`config.mk`:
```
export PLATFORM = sky130hd
export DESIGN_NAME = vault_door_sequencer
export DESIGN_NICKNAME = d
export VERILOG_FILES = /design/src/rtl/vault_pkg.sv /design/src/rtl/vault_tick_gen.sv /design/src/rtl/vault_door_sequencer.sv
export SDC_FILE = /design/constraint.sdc
export NUM_CORES = 1
export LEC_CHECK = 0
export CORE_AREA = 4 4 53 91
export DETAILED_ROUTE_END_ITERATION = 12
export DIE_AREA = 0 0 57 95
export HOLD_SLACK_MARGIN = 0.06
export PLACE_DENSITY_LB_ADDON = 0.3
export SYNTH_ARGS = -nofsm -noshare
export SYNTH_HDL_FRONTEND = slang
export SYNTH_SLANG_ARGS = --single-unit
```
`constraint.sdc`:
```
create_clock -name clk -period 1.75 [get_ports clk]
set_input_delay 0.35 -clock clk [delete_from_list [all_inputs] [get_ports clk]]
set_output_delay 0.35 -clock clk [all_outputs]
set_load 0.02 [all_outputs]
```
`src/rtl/vault_pkg.sv`:
```
// vault_pkg
//   Shared definitions for the vault door sequencer: state codes, the
//   output decode table and small elaboration helpers.
package vault_pkg;

    typedef enum logic [2:0] {
        LOCKED    = 3'd0,
        VERIFY    = 3'd1,
        RELEASED  = 3'd2,
        DOOR_OPEN = 3'd3,
        ALARM     = 3'd4
    } vault_state_t;

    typedef struct packed {
        logic bolt_open;
        logic buzzer;
    } vault_outputs_t;

    // Output decode table: bolt retracted while the door may be moved,
    // buzzer only in the alarm state.
    function automatic vault_outputs_t decode_outputs(input vault_state_t s);
        vault_outputs_t o;
        o = '0;
        case (s)
            RELEASED,
            DOOR_OPEN: o.bolt_open = 1'b1;
            ALARM:     o.buzzer    = 1'b1;
            default:   o           = '0;
        endcase
        return o;
    endfunction

    function automatic int max3(input int a, input int b, input int c);
        int m;
        m = a;
        if (b > m) m = b;
        if (c > m) m = c;
        return m;
    endfunction

endpackage

```
`src/rtl/vault_tick_gen.sv`:
```
// vault_tick_gen
//   Free-running prescaler producing a one-cycle tick every TICK_DIV clocks.
//   Ports:
//     clk   - system clock
//     rst_n - asynchronous active-low reset
//     tick  - registered one-cycle pulse, period TICK_DIV clocks
module vault_tick_gen #(
    parameter int TICK_DIV = 25_000_000
) (
    input  logic clk,
    input  logic rst_n,
    output logic tick
);

    localparam int CW = (TICK_DIV > 1) ? $clog2(TICK_DIV) : 1;

    if (TICK_DIV < 1) begin : g_param_error
        $error("vault_tick_gen: TICK_DIV must be >= 1");
    end

    logic [CW-1:0] count;

    always_ff @(posedge clk or negedge rst_n) begin
        if (!rst_n) begin
            count <= '0;
            tick  <= 1'b0;
        end else if (count == CW'(TICK_DIV - 1)) begin
            count <= '0;
            tick  <= 1'b1;
        end else begin
            count <= count + 1'b1;
            tick  <= 1'b0;
        end
    end

endmodule

```
`src/rtl/vault_door_sequencer.sv`:
```
// vault_door_sequencer
//   Sequences the vault bolt solenoid and alarm from the lock controller's
//   authorization and the door sensor.
//   Ports:
//     clk         - system clock (only clock)
//     rst_n       - asynchronous active-low reset, release synchronized here
//     unlock      - authorization from upstream lock controller (async)
//     door_closed - door sensor, 1 = closed (async)
//     bolt_open   - 1 = bolt solenoid retracted (registered)
//     buzzer      - 1 = alarm sounding (registered)
//     state       - current FSM state code (registered)
module vault_door_sequencer
    import vault_pkg::*;
#(
    parameter int TICK_DIV    = 25_000_000,
    parameter int MIN_UNLOCK  = 2,
    parameter int OPEN_WINDOW = 20,
    parameter int AJAR_LIMIT  = 120
) (
    input  logic       clk,
    input  logic       rst_n,
    input  logic       unlock,
    input  logic       door_closed,
    output logic       bolt_open,
    output logic       buzzer,
    output logic [2:0] state
);

    if (MIN_UNLOCK < 1 || OPEN_WINDOW < 1 || AJAR_LIMIT < 1) begin : g_param_error
        $error("vault_door_sequencer: MIN_UNLOCK, OPEN_WINDOW and AJAR_LIMIT must be >= 1");
    end

    localparam int MAX_LIMIT = max3(MIN_UNLOCK, OPEN_WINDOW, AJAR_LIMIT);
    localparam int TW        = $clog2(MAX_LIMIT + 1);

    // Reset asserts asynchronously, releases two clk edges after rst_n rises.
    logic [1:0] rst_sync;
    logic       core_rst_n;

    always_ff @(posedge clk or negedge rst_n) begin
        if (!rst_n) rst_sync <= '0;
        else        rst_sync <= {rst_sync[0], 1'b1};
    end

    assign core_rst_n = rst_sync[1];

    // Input synchronizers; reset values match a locked, closed vault.
    logic unlock_meta, unlock_s;
    logic closed_meta, closed_s;

    always_ff @(posedge clk or negedge core_rst_n) begin
        if (!core_rst_n) begin
            unlock_meta <= 1'b0;
            unlock_s    <= 1'b0;
            closed_meta <= 1'b1;
            closed_s    <= 1'b1;
        end else begin
            unlock_meta <= unlock;
            unlock_s    <= unlock_meta;
            closed_meta <= door_closed;
            closed_s    <= closed_meta;
        end
    end

    logic tick;

    vault_tick_gen #(
        .TICK_DIV(TICK_DIV)
    ) u_tick_gen (
        .clk  (clk),
        .rst_n(core_rst_n),
        .tick (tick)
    );

    vault_state_t   state_q, state_d;
    vault_outputs_t outs_d;
    logic [TW-1:0]  timer;
    logic           to_min, to_window, to_ajar;

    // Timeout L fires on the L-th tick after state entry.
    assign to_min    = tick && (timer == TW'(MIN_UNLOCK - 1));
    assign to_window = tick && (timer == TW'(OPEN_WINDOW - 1));
    assign to_ajar   = tick && (timer == TW'(AJAR_LIMIT - 1));

    // Branch order within each state gives door > unlock > timeout priority.
    always_comb begin
        state_d = state_q;
        case (state_q)
            LOCKED: begin
                if (!closed_s)     state_d = ALARM;
                else if (unlock_s) state_d = VERIFY;
            end
            VERIFY: begin
                if (!closed_s)      state_d = ALARM;
                else if (!unlock_s) state_d = LOCKED;
                else if (to_min)    state_d = RELEASED;
            end
            RELEASED: begin
                if (!closed_s)      state_d = DOOR_OPEN;
                else if (!unlock_s) state_d = LOCKED;
                else if (to_window) state_d = LOCKED;
            end
            DOOR_OPEN: begin
                if (closed_s)     state_d = LOCKED;
                else if (to_ajar) state_d = ALARM;
            end
            ALARM: begin
                if (closed_s && !unlock_s) state_d = LOCKED;
            end
            default: state_d = ALARM;
        endcase
    end

    assign outs_d = decode_outputs(state_d);

    always_ff @(posedge clk or negedge core_rst_n) begin
        if (!core_rst_n) begin
            state_q   <= LOCKED;
            bolt_open <= 1'b0;
            buzzer    <= 1'b0;
            timer     <= '0;
        end else begin
            state_q   <= state_d;
            bolt_open <= outs_d.bolt_open;
            buzzer    <= outs_d.buzzer;
            if (state_d != state_q)
                timer <= '0;
            else if (tick && (timer != '1))
                timer <= timer + 1'b1;
        end
    end

    assign state = state_q;

endmodule

```
# After elaboration in Yosys (flattened, before gate mapping)
# Index checks and enable logic that the tools add are counted.
# W data, S select, Z words.
dict set report classes {
  muxes 18
  n_addsub 2
  n_eq_ne 13
  n_reduce_logical 9
}
# cell count
set ops {}
lappend ops {{$mux W3} 11}
lappend ops {{$add A25 B1 Y25 const B} 1}
lappend ops {{$eq A25 B25 Y1 const B} 1}
lappend ops {{$mux W25} 1}
lappend ops {{$pmux W3 S5} 1}
lappend ops {{$mux W7} 2}
lappend ops {{$eq A3 B2 Y1 const B} 4}
lappend ops {{$add A7 B1 Y7 const B} 1}
lappend ops {{$eq A7 B1 Y1 const B} 1}
lappend ops {{$eq A7 B5 Y1 const B} 1}
lappend ops {{$eq A7 B7 Y1 const B} 1}
lappend ops {{$ne A7 B7 Y1 const B} 1}
lappend ops {{$eq A3 B3 Y1 const B} 2}
lappend ops {{$logic_and A1 B1 Y1} 5}
lappend ops {{$eq A3 B1 Y1 const B} 1}
lappend ops {{$logic_not A3 Y1} 1}
lappend ops {{$mux W1} 3}
lappend ops {{$ne A3 B3 Y1} 1}
lappend ops {{$reduce_bool A2 Y1} 1}
lappend ops {{$reduce_or A2 Y1} 1}
lappend ops {{$logic_not A1 Y1} 1}
dict set report word_totals {
  wordCells 53
  register_bits 44
  in_bits 4
  out_inout_bits 5
}

# Longest topological paths before layout
# Gate-level depths: netlist of run 1.
dict set report logic_depth {
  ltp_word 9
  depth_mapped 6
  depth_no_buf 6
}

# Hierarchy
# Synthesis of run 1 repeated with hierarchy kept, for this count alone.
dict set report hier_totals {
  cells_unflattened 213
  hier_area_um2 2273.4
}
# module instances area_per_inst_um2 cells_per_inst seq_area_each_um2
set modules_own_cells {}
lappend modules_own_cells {vault_tick_gen 1 1340.0 130 650.6}
lappend modules_own_cells {vault_door_sequencer 1 933.4 83 452.9}

# Least setup slack after synthesis of run 1
# OpenSTA, ideal clock, no wires.
dict set report synth_path {
  kind {register to register}
  startpoint {register timer[0]}
  endpoint {register timer[0]}
  slack_ns 0.068
  arrival_time_ns 1.540
  path_buffers 0
  period_less_slack_ns 1.682
  setup_ns 0.142
  required_ns 1.608
  stages_incl_launch_ff 6
  cell_sequence {dfrtp_1 > ha_1 > nand2_1 > o311a_1 > o32ai_2 > nor3_1}
}
dict set report synth_between {
  elab_chain_len 8
  word_cells_on_any_way 22
  classes_between {1 x add/sub; 5 x eq/ne; 11 x mux; 5 x reduce/logical}
}
# item line
set synth_lines {}
lappend synth_lines {{start: declaration} vault_door_sequencer.sv:77} ;# logic [TW-1:0] timer;
lappend synth_lines {{start signal: assignment} vault_door_sequencer.sv:129} ;# timer <= timer + 1'b1;
lappend synth_lines {{$eq A7 B5 Y1 or $eq A7 B1 Y1 (tied branches)} {vault_door_sequencer.sv:82, vault_door_sequencer.sv:81}}
lappend synth_lines {{$logic_and A1 B1 Y1, on equally long branches} {vault_door_sequencer.sv:82, vault_door_sequencer.sv:81}}
lappend synth_lines {{$mux W3, on equally long branches} {vault_door_sequencer.sv:101, vault_door_sequencer.sv:96}}
lappend synth_lines {{$mux W3, on equally long branches} {vault_door_sequencer.sv:100, vault_door_sequencer.sv:95}}
lappend synth_lines {{$mux W3, on equally long branches} {vault_door_sequencer.sv:99, vault_door_sequencer.sv:94}}
lappend synth_lines {{$pmux W3 S5} vault_door_sequencer.sv:88} ;# case (state_q)
lappend synth_lines {{$ne A3 B3 Y1} vault_door_sequencer.sv:126} ;# if (state_d != state_q)
lappend synth_lines {{$mux W7 or $reduce_bool A2 Y1 (tied branches)} n/a}
# Several ways; a longest one is shown, not always the timed one. The select of a mux whose other input is x is not followed.
# A chain may end at the register's enable or synchronous reset.

# Worst setup path in the final report of run 1
dict set report layout_path {
  startpoint {register timer[0]}
  endpoint {register timer[5]}
}
# The elaborated chain is that of the path after synthesis.

==> metrics.yaml, run 1 <==
timing:
  fin_crit_ns: 1.687
  slew_headroom_pct: 65.63
  report.final.hold_viol_count: 0
  report.final.slew_viol_count: 0
  finalSetupViolCount: 0
  finalCritPeriodShare_pct: 96.39
  tightest_slew_ns: 0.5156
  max_clock_freq_mhz: 592.9
  finalClockSkew_ns: 0.006739
  rsz_0062_raised_after_global_routing: "true"
synth:
  syn-num-nets: 215
  seq_area_frac_synth_pct: 49.80
  postSynthRegisterBits: 44
  synth_flop_cell: "dfrtp_1"
  netlist_area_um2: 2216
  count_of_flip_flops_with_a_built_in_enable_after_synthesis: 0
  yosysWarnings: 0
  ys_types: 53
  syn-mean-instance-area_um2: 10.65
  synthesis.instances: 208
  postSynth.asyncResetShare_pct: 100.0
critical_path:
  cp_data_arrival_time_ns: 1.90
  timing.critical_path.fanout_max: 7
  worstSetupStartpointType: "register"
  worst-r2r-setup-slack_ns: 0.06
  critical_path.max_stage_delay_ns: 0.41
  worst_r2r_path_depth: 6
  crit_chain: "buf_4 -> ha_1 -> and4bb_2 -> a211oi_4 -> o32ai_4 -> nor3_1"
  worst_path_max_delay_cell: "dfrtp_1"
  crit-reg2reg-launch: "timer[0]"
  path_class: "reg2reg"
  worstReg2RegEnd: "timer[5]"
  cp.required_ns: 1.96
  cp-end-kind: "register"
pwr:
  total_power_uw: 1884
  power_density_nw_per_um2: 712.8
  leakage_uw: 0.001116
  vdd.ir_drop.worst_uv: 754.6
drt:
  route.vias.total: 1669
  vias_per_cell: 5.775
  post-route-drc-count: 0
  ant_nets: 0
  first_iter_violations: 67
  dr.pass1.iters: 4
  wl_um: 4250
  post_drt_wl_per_cell_um: 14.71
clocking:
  clk_pin_slew_worst_paths_ns: 0.08
  root_buffer: "clkbuf_8"
  worst_skew_pair.late_latency_ns: 0.30
  cts_sinks: 44
  cts-root-to-sink-buffers: 2
  tritoncts: "built"
  cts_inserted_buffers: 5
  ctsHoldBuffers: 0
  clock_tree.htree_level_count: 2
cells_and_area:
  finish.cell_count_without_fillers: 289
  area_growth_pct: 19.25
  area.sequential_um2: 1109
  final_nets: 246
  drive_above_1_share_pct: 22.08
  combined_area_of_the_multi_input_logic_cells_um2: 1124
  diodes: 0
  fill_cells: 349
die:
  floorplan.initialDensity_pct: 53.90
  die_x_um: 57
  row_count: 31
  io-pin-count: 9
  die-area_um2: 5415
  coreArea_um2: 4111
  dieHeight_um: 95
placement:
  placedCellCount: 280
  port_buffers: 8
  gpl.final_weighted_congestion: 0.8679
  dp_hpwl_um: 3099
global_route:
  global_route.overflow_total: 0
  number_of_global_route_vias_before_repair: 1653
  grt_start_max_net_pins: 43
  grt_antenna_before_repair: 0
  grt_first_pass_wirelength_um: 7334
  grt_util_overall_pct: 17.58
hold_path:
  min-delay-path-class: "in2async"
job:
  drv_cap: 0
run_status:
  status: "finished clean"
==> cell families (layout without fill, tap and decap cells) <==
family                   count (synthesis)  count (layout)  synth area share, %
multiplexers                             2               2               0.9599
AO/OA/AOI/OAI                           41              41                12.76
adder cells (fa/ha/maj)                  3               3                1.694
other                                    1               1               0.1692
AND/OR/NAND/NOR                         94              94                26.60
buffers and inverters                    8              40                2.089
XOR/XNOR                                15              15                5.929
flip-flops                              44              44                49.80
==> synthesized netlist by cell type, types with 2 or more instances <==
| cell | number | area [µm²] |
|---|---|---|
| buf_6 | 2 | 22.52 |
| xor2_1 | 9 | 78.83 |
| a2bb2oi_1 | 2 | 17.52 |
| and3_1 | 3 | 18.77 |
| nand4_1 | 6 | 37.54 |
| or4_1 | 2 | 15.01 |
| or3_1 | 3 | 18.77 |
| a211oi_1 | 2 | 15.01 |
| nand4b_1 | 2 | 17.52 |
| dfrtp_1 | 42 | 1051 |
| nand4_2 | 2 | 25.02 |
| nand3_1 | 13 | 65.06 |
| and2_1 | 5 | 31.28 |
| nor2_1 | 10 | 37.54 |
| dfstp_2 | 2 | 52.55 |
| nor3_1 | 11 | 55.05 |
| ha_1 | 3 | 37.54 |
| nand2b_1 | 3 | 18.77 |
| and4_1 | 2 | 17.52 |
| o21ai_0 | 11 | 55.05 |
| xnor2_1 | 6 | 52.55 |
| nand2_1 | 12 | 45.04 |
| o31ai_1 | 5 | 37.54 |
| nor3b_1 | 2 | 15.01 |
| and4_4 | 3 | 33.78 |
| inv_1 | 5 | 18.77 |
| nor2b_1 | 5 | 31.28 |
| a21oi_1 | 8 | 40.04 |
| nor4_1 | 3 | 18.77 |
==> sequential cells by signal (all words and copies together) (netlist names), 2 cells and up <==
| register | flops |
|---|---|
| u_tick_gen.count | 25 |
| rst_sync | 2 |
| state | 3 |
| timer | 7 |
==> power breakdown <==
part | switching (µW) | leakage (µW) | internal [µW]
logic | 50.0 | 0.000486 | 34.0
clock network | 336 | 0.0000541 | 422
registers | 11.4 | 0.000577 | 1030
total | 397 | 0.00112 | 1490
==> worst max-delay path by stage <==
| stage | from | to | slack (ns) |
|---|---|---|---|
| detailed placement | timer[0] | timer[5] | -0.07 |
| finish | timer[0] | timer[5] | 0.06 |
| global placement | timer[0] | timer[4] | -0.003 |
| CTS | timer[0] | timer[1] | 0.01 |
| global route | timer[0] | timer[5] | -0.01 |
| floorplan | timer[0] | timer[0] | 0.07 |
==> worst max-delay path, delay by kind of cell (launching register included) <==
family / cells / cell delay [ns]
AO/OA/AOI/OAI: 2 / 0.40
adder cells (fa/ha/maj): 1 / 0.18
buffers and inverters: 1 / 0.15
flip-flops: 1 / 0.41
AND/OR/NAND/NOR: 2 / 0.46
==> metrics by stage <==
stage          setup WS (ns)  utilization (%)  hold slack, ns  area [µm²]   TNS [ns]
2_1_floorplan        0.06786                -         0.05441        2216          0
4_1_cts              0.01331            62.99          0.2006        2590          0
3_5_place_dp        -0.06590            59.98          0.3347        2466    -0.4021
5_1_grt             -0.01326            64.27          0.2075        2643   -0.01940
6_report             0.06325            64.27          0.2134        2643          0
3_3_place_gp       -0.002738            59.98          0.3334        2466  -0.003948
==> metal layers <==
metal / vias up / wire length, µm / GRT usage, % / part of all wire, %
li1: 837 / - / - / -
met2: 15 / 2345 / 32.35 / 55
met3: 6 / 90 / 2.873 / 2.1
met1: 811 / 1739 / 19.06 / 41
met4: 0 / 76 / 8.511 / 1.8
met5: - / 0 / 0 / 0
==> placed cells by master (no fill, tap or decap), drive strengths merged, types with 2 or more instances in the layout <==
cell,n
nand2b,3
xnor2,6
o21ai,11
clkdlybuf4s50,5
a211oi,2
nor2b,5
nor3,11
dlygate4sd2,3
nand4,8
nand2,12
and4,5
nand3,14
dfstp,2
or4,3
and2,5
nor4,4
clkbuf,5
buf,19
a2bb2oi,2
nor3b,2
xor2,9
ha,3
inv,5
dfrtp,42
or3,3
and3,3
nand4b,2
nor2,10
o31ai,5
a21oi,9
==> layout make-up <==
type	instances	area share, %
repair buffers	27	8.286
multi-input cells	156	42.52
flip-flops and latches	44	41.95
well taps	49	2.320
clock buffers	5	2.604
inverters	5	0.7102
clock inverters	3	1.610
==> timing repair <==
item	CTS	global route
gates resized for setup	5	11
endpoints found under the setup margin	10	11
pin swaps	0	3
setup buffers	0	1
(Power assumes the default switching activity.)
==> run 2, diff against run 1 <==
--- a/config.mk
+++ b/config.mk
@@ -9,7 +9,8 @@
 export DETAILED_ROUTE_END_ITERATION = 12
 export DIE_AREA = 0 0 57 95
 export HOLD_SLACK_MARGIN = 0.06
-export PLACE_DENSITY_LB_ADDON = 0.3
+export PLACE_DENSITY = 0.72
 export SYNTH_ARGS = -nofsm -noshare
 export SYNTH_HDL_FRONTEND = slang
 export SYNTH_SLANG_ARGS = --single-unit
+export TNS_END_PERCENT = 5
==> run 2 against run 1 <==
Against the previous run:
- global-route usage up 1.6 points
- setup slack better by 0.0063 ns
- via count up 5.8%
- final area up 2.5%
- combinational power is 17% higher
- core utilization rose by 1.6 points
- register-to-register slack hardly changed
- critical path depth shrank 1
- maximum frequency up 0.38%
- die area is the same
- final cell count up 0.69%
- clock-buffer cell count grew 1
- largest power group unchanged
==> metrics.yaml, run 2 (synthesis results as in run 1) <==
die:
  dieHeight_um: 95  # unchanged
  die_x_um: 57  # unchanged
  row_count: 31  # unchanged
  floorplan.initialDensity_pct: 53.90  # unchanged
  die-area_um2: 5415  # unchanged
  coreArea_um2: 4111  # unchanged
  io-pin-count: 9  # unchanged
drt:
  route.vias.total: 1766  # +5.8%
  post_drt_wl_per_cell_um: 15.81  # +7.5%
  dr.pass1.iters: 4  # unchanged
  wl_um: 4602  # +8.3%
  vias_per_cell: 6.069  # +5.1%
  post-route-drc-count: 0  # unchanged
  first_iter_violations: 104  # +55%
  ant_nets: 0  # unchanged
global_route:
  grt_util_overall_pct: 19.14  # +1.6 points
  grt_start_max_net_pins: 43  # unchanged
  grt_antenna_before_repair: 0  # unchanged
  number_of_global_route_vias_before_repair: 1866  # +13%
  global_route.overflow_total: 0  # unchanged
  grt_first_pass_wirelength_um: 8155  # +11%
timing:
  finalSetupViolCount: 0  # unchanged
  report.final.slew_viol_count: 0  # unchanged
  finalCritPeriodShare_pct: 96.02  # -0.36 points
  fin_crit_ns: 1.680  # -0.006337 ns
  setup_ws_ns: 0.06958  # +0.006337 ns
  max_clock_freq_mhz: 595.1  # +0.38%
  slew_headroom_pct: 60.96  # -4.7 points
  report.final.hold_viol_count: 0  # unchanged
  tightest_slew_ns: 0.5781  # +0.06252 ns
  finalSetupTns_ns: 0  # unchanged
  finalClockSkew_ns: 0.002390  # -0.004349 ns
cells_and_area:
  fill_cells: 340  # -2.6%
  final_nets: 248  # +0.81%
  largest_reg_flops: 25  # unchanged
  combined_area_of_the_multi_input_logic_cells_um2: 1155  # +2.8%
  diodes: 0  # unchanged
  area_growth_pct: 22.25
  registers.top_by_ff_count: "u_tick_gen.count"
  layout.cells.most_common: "dfrtp_1"
  drive_above_1_share_pct: 23.55  # +1.5 points
  area.sequential_um2: 1107  # -0.11%
  final_cell_mix: "dfrtp_1 (39), buf_4 (19), nand3_1 (12), nand2_1 (11), o21ai_0 (11)"
placement:
  port_buffers: 8  # unchanged
  dp_hpwl_um: 3424  # +10%
  pre_cts_ws_ns: -0.1234  # -0.05753 ns
  gpl.final_weighted_congestion: 0.9454  # +8.9%
clocking:
  clock_tree.htree_level_count: 2  # unchanged
  cts_sinks: 44  # unchanged
  clk_pin_slew_worst_paths_ns: 0.08  # about the same
  worst_skew_pair.late_latency_ns: 0.29  # about the same
  cts_inserted_buffers: 5  # unchanged
  cts-root-to-sink-buffers: 2  # unchanged
  ctsHoldBuffers: 0  # unchanged
  tritoncts: "built"
  root_buffer: "clkbuf_8"
hold_path:
  min-delay-path-class: "in2async"
critical_path:
  worst_path_dominant_cell_family: "compound AO/OA/AOI/OAI gates"
  cp_data_arrival_time_ns: 1.86  # -0.04 ns
  cp-end-kind: "register"
  crit_chain: "nand2b_1 -> o311a_1 -> o32ai_4 -> buf_12 -> nor3_1"
  worst_path_max_delay_cell: "dfrtp_2"
  cp.required_ns: 1.93  # -0.03 ns
  path_class: "reg2reg"
  worst-path-buf-inv: 1  # unchanged
  worstSetupStartpointType: "register"
  critical_path.max_stage_delay_ns: 0.45  # +0.04 ns
  timing.critical_path.fanout_max: 8  # +1
pwr:
  power_density_nw_per_um2: 693.6  # -2.7%
  leakage_uw: 0.001153  # +3.2%
  vdd.ir_drop.worst_uv: 691.2  # -8.4%
job:
  drv_cap: 0  # unchanged
run_status:
  status: "finished clean"
run 2: metrics by stage:
step	hold slack [ns]	instance area [µm²]	std cells	total power, µW	util [%]
floorplan	0.05441	2216	208	1108	-
global placement	0.3143	2485	281	1142	60.44
detailed placement	0.3482	2485	281	1144	60.44
CTS	0.2131	2605	289	1897	63.36
global route	0.2038	2709	291	1968	65.89
finish	0.2238	2709	291	1879	65.89
run 2: report_power, final:
group	internal, µW	switching [µW]
sequential	1030	11.4
combinational	43.4	54.7
clock	423	316
total	1500	382
run 2: what timing repair did:
action	CTS	global route
hold endpoints to repair	0	0
buffers inserted	0	2
pin swaps	1	4
endpoints found under the setup margin	10	15
resized for setup	5	16
run 2: final cells by class:
class,instances,area share (%)
Timing Repair Buffer,29,9.561
Tap cell,49,2.263
Inverter,5,0.6928
Clock buffer,6,2.679
Clock inverter,2,1.293
Multi-Input combinational cell,156,42.63
Sequential cell,44,40.88
run 2: final timing paths:
kind / from / slack, ns / endpoint / cells after the start
worst max-delay path: timer[3] / 0.07 / timer[4] / 5
worst min-delay path: rst_n / 0.22 / rst_sync[0] / 1
worst max register to register: timer[3] / 0.07 / timer[4] / 5
worst min register to register: rst_sync[1] / 0.33 / buzzer / 1
max in group asynchronous: rst_sync[1] / 1.03 / timer[4] / 1
min in group clk: closed_meta / 0.36 / closed_s / 0
run 2: per-layer routing:
metal	vias up	global-route usage, %	share of wire (%)
met5	-	0	0
met4	0	9.091	3.3
li1	843	-	-
met3	17	3.420	2.1
met2	32	35.78	57
met1	874	20.12	38
run 2: worst reg2reg max path, cell delays in order, from the launching register on:
cell	delay (ns)
dfrtp_2	0.45
nand2b_1	0.19
o311a_1	0.40
o32ai_4	0.31
buf_12	0.16
nor3_1	0.05
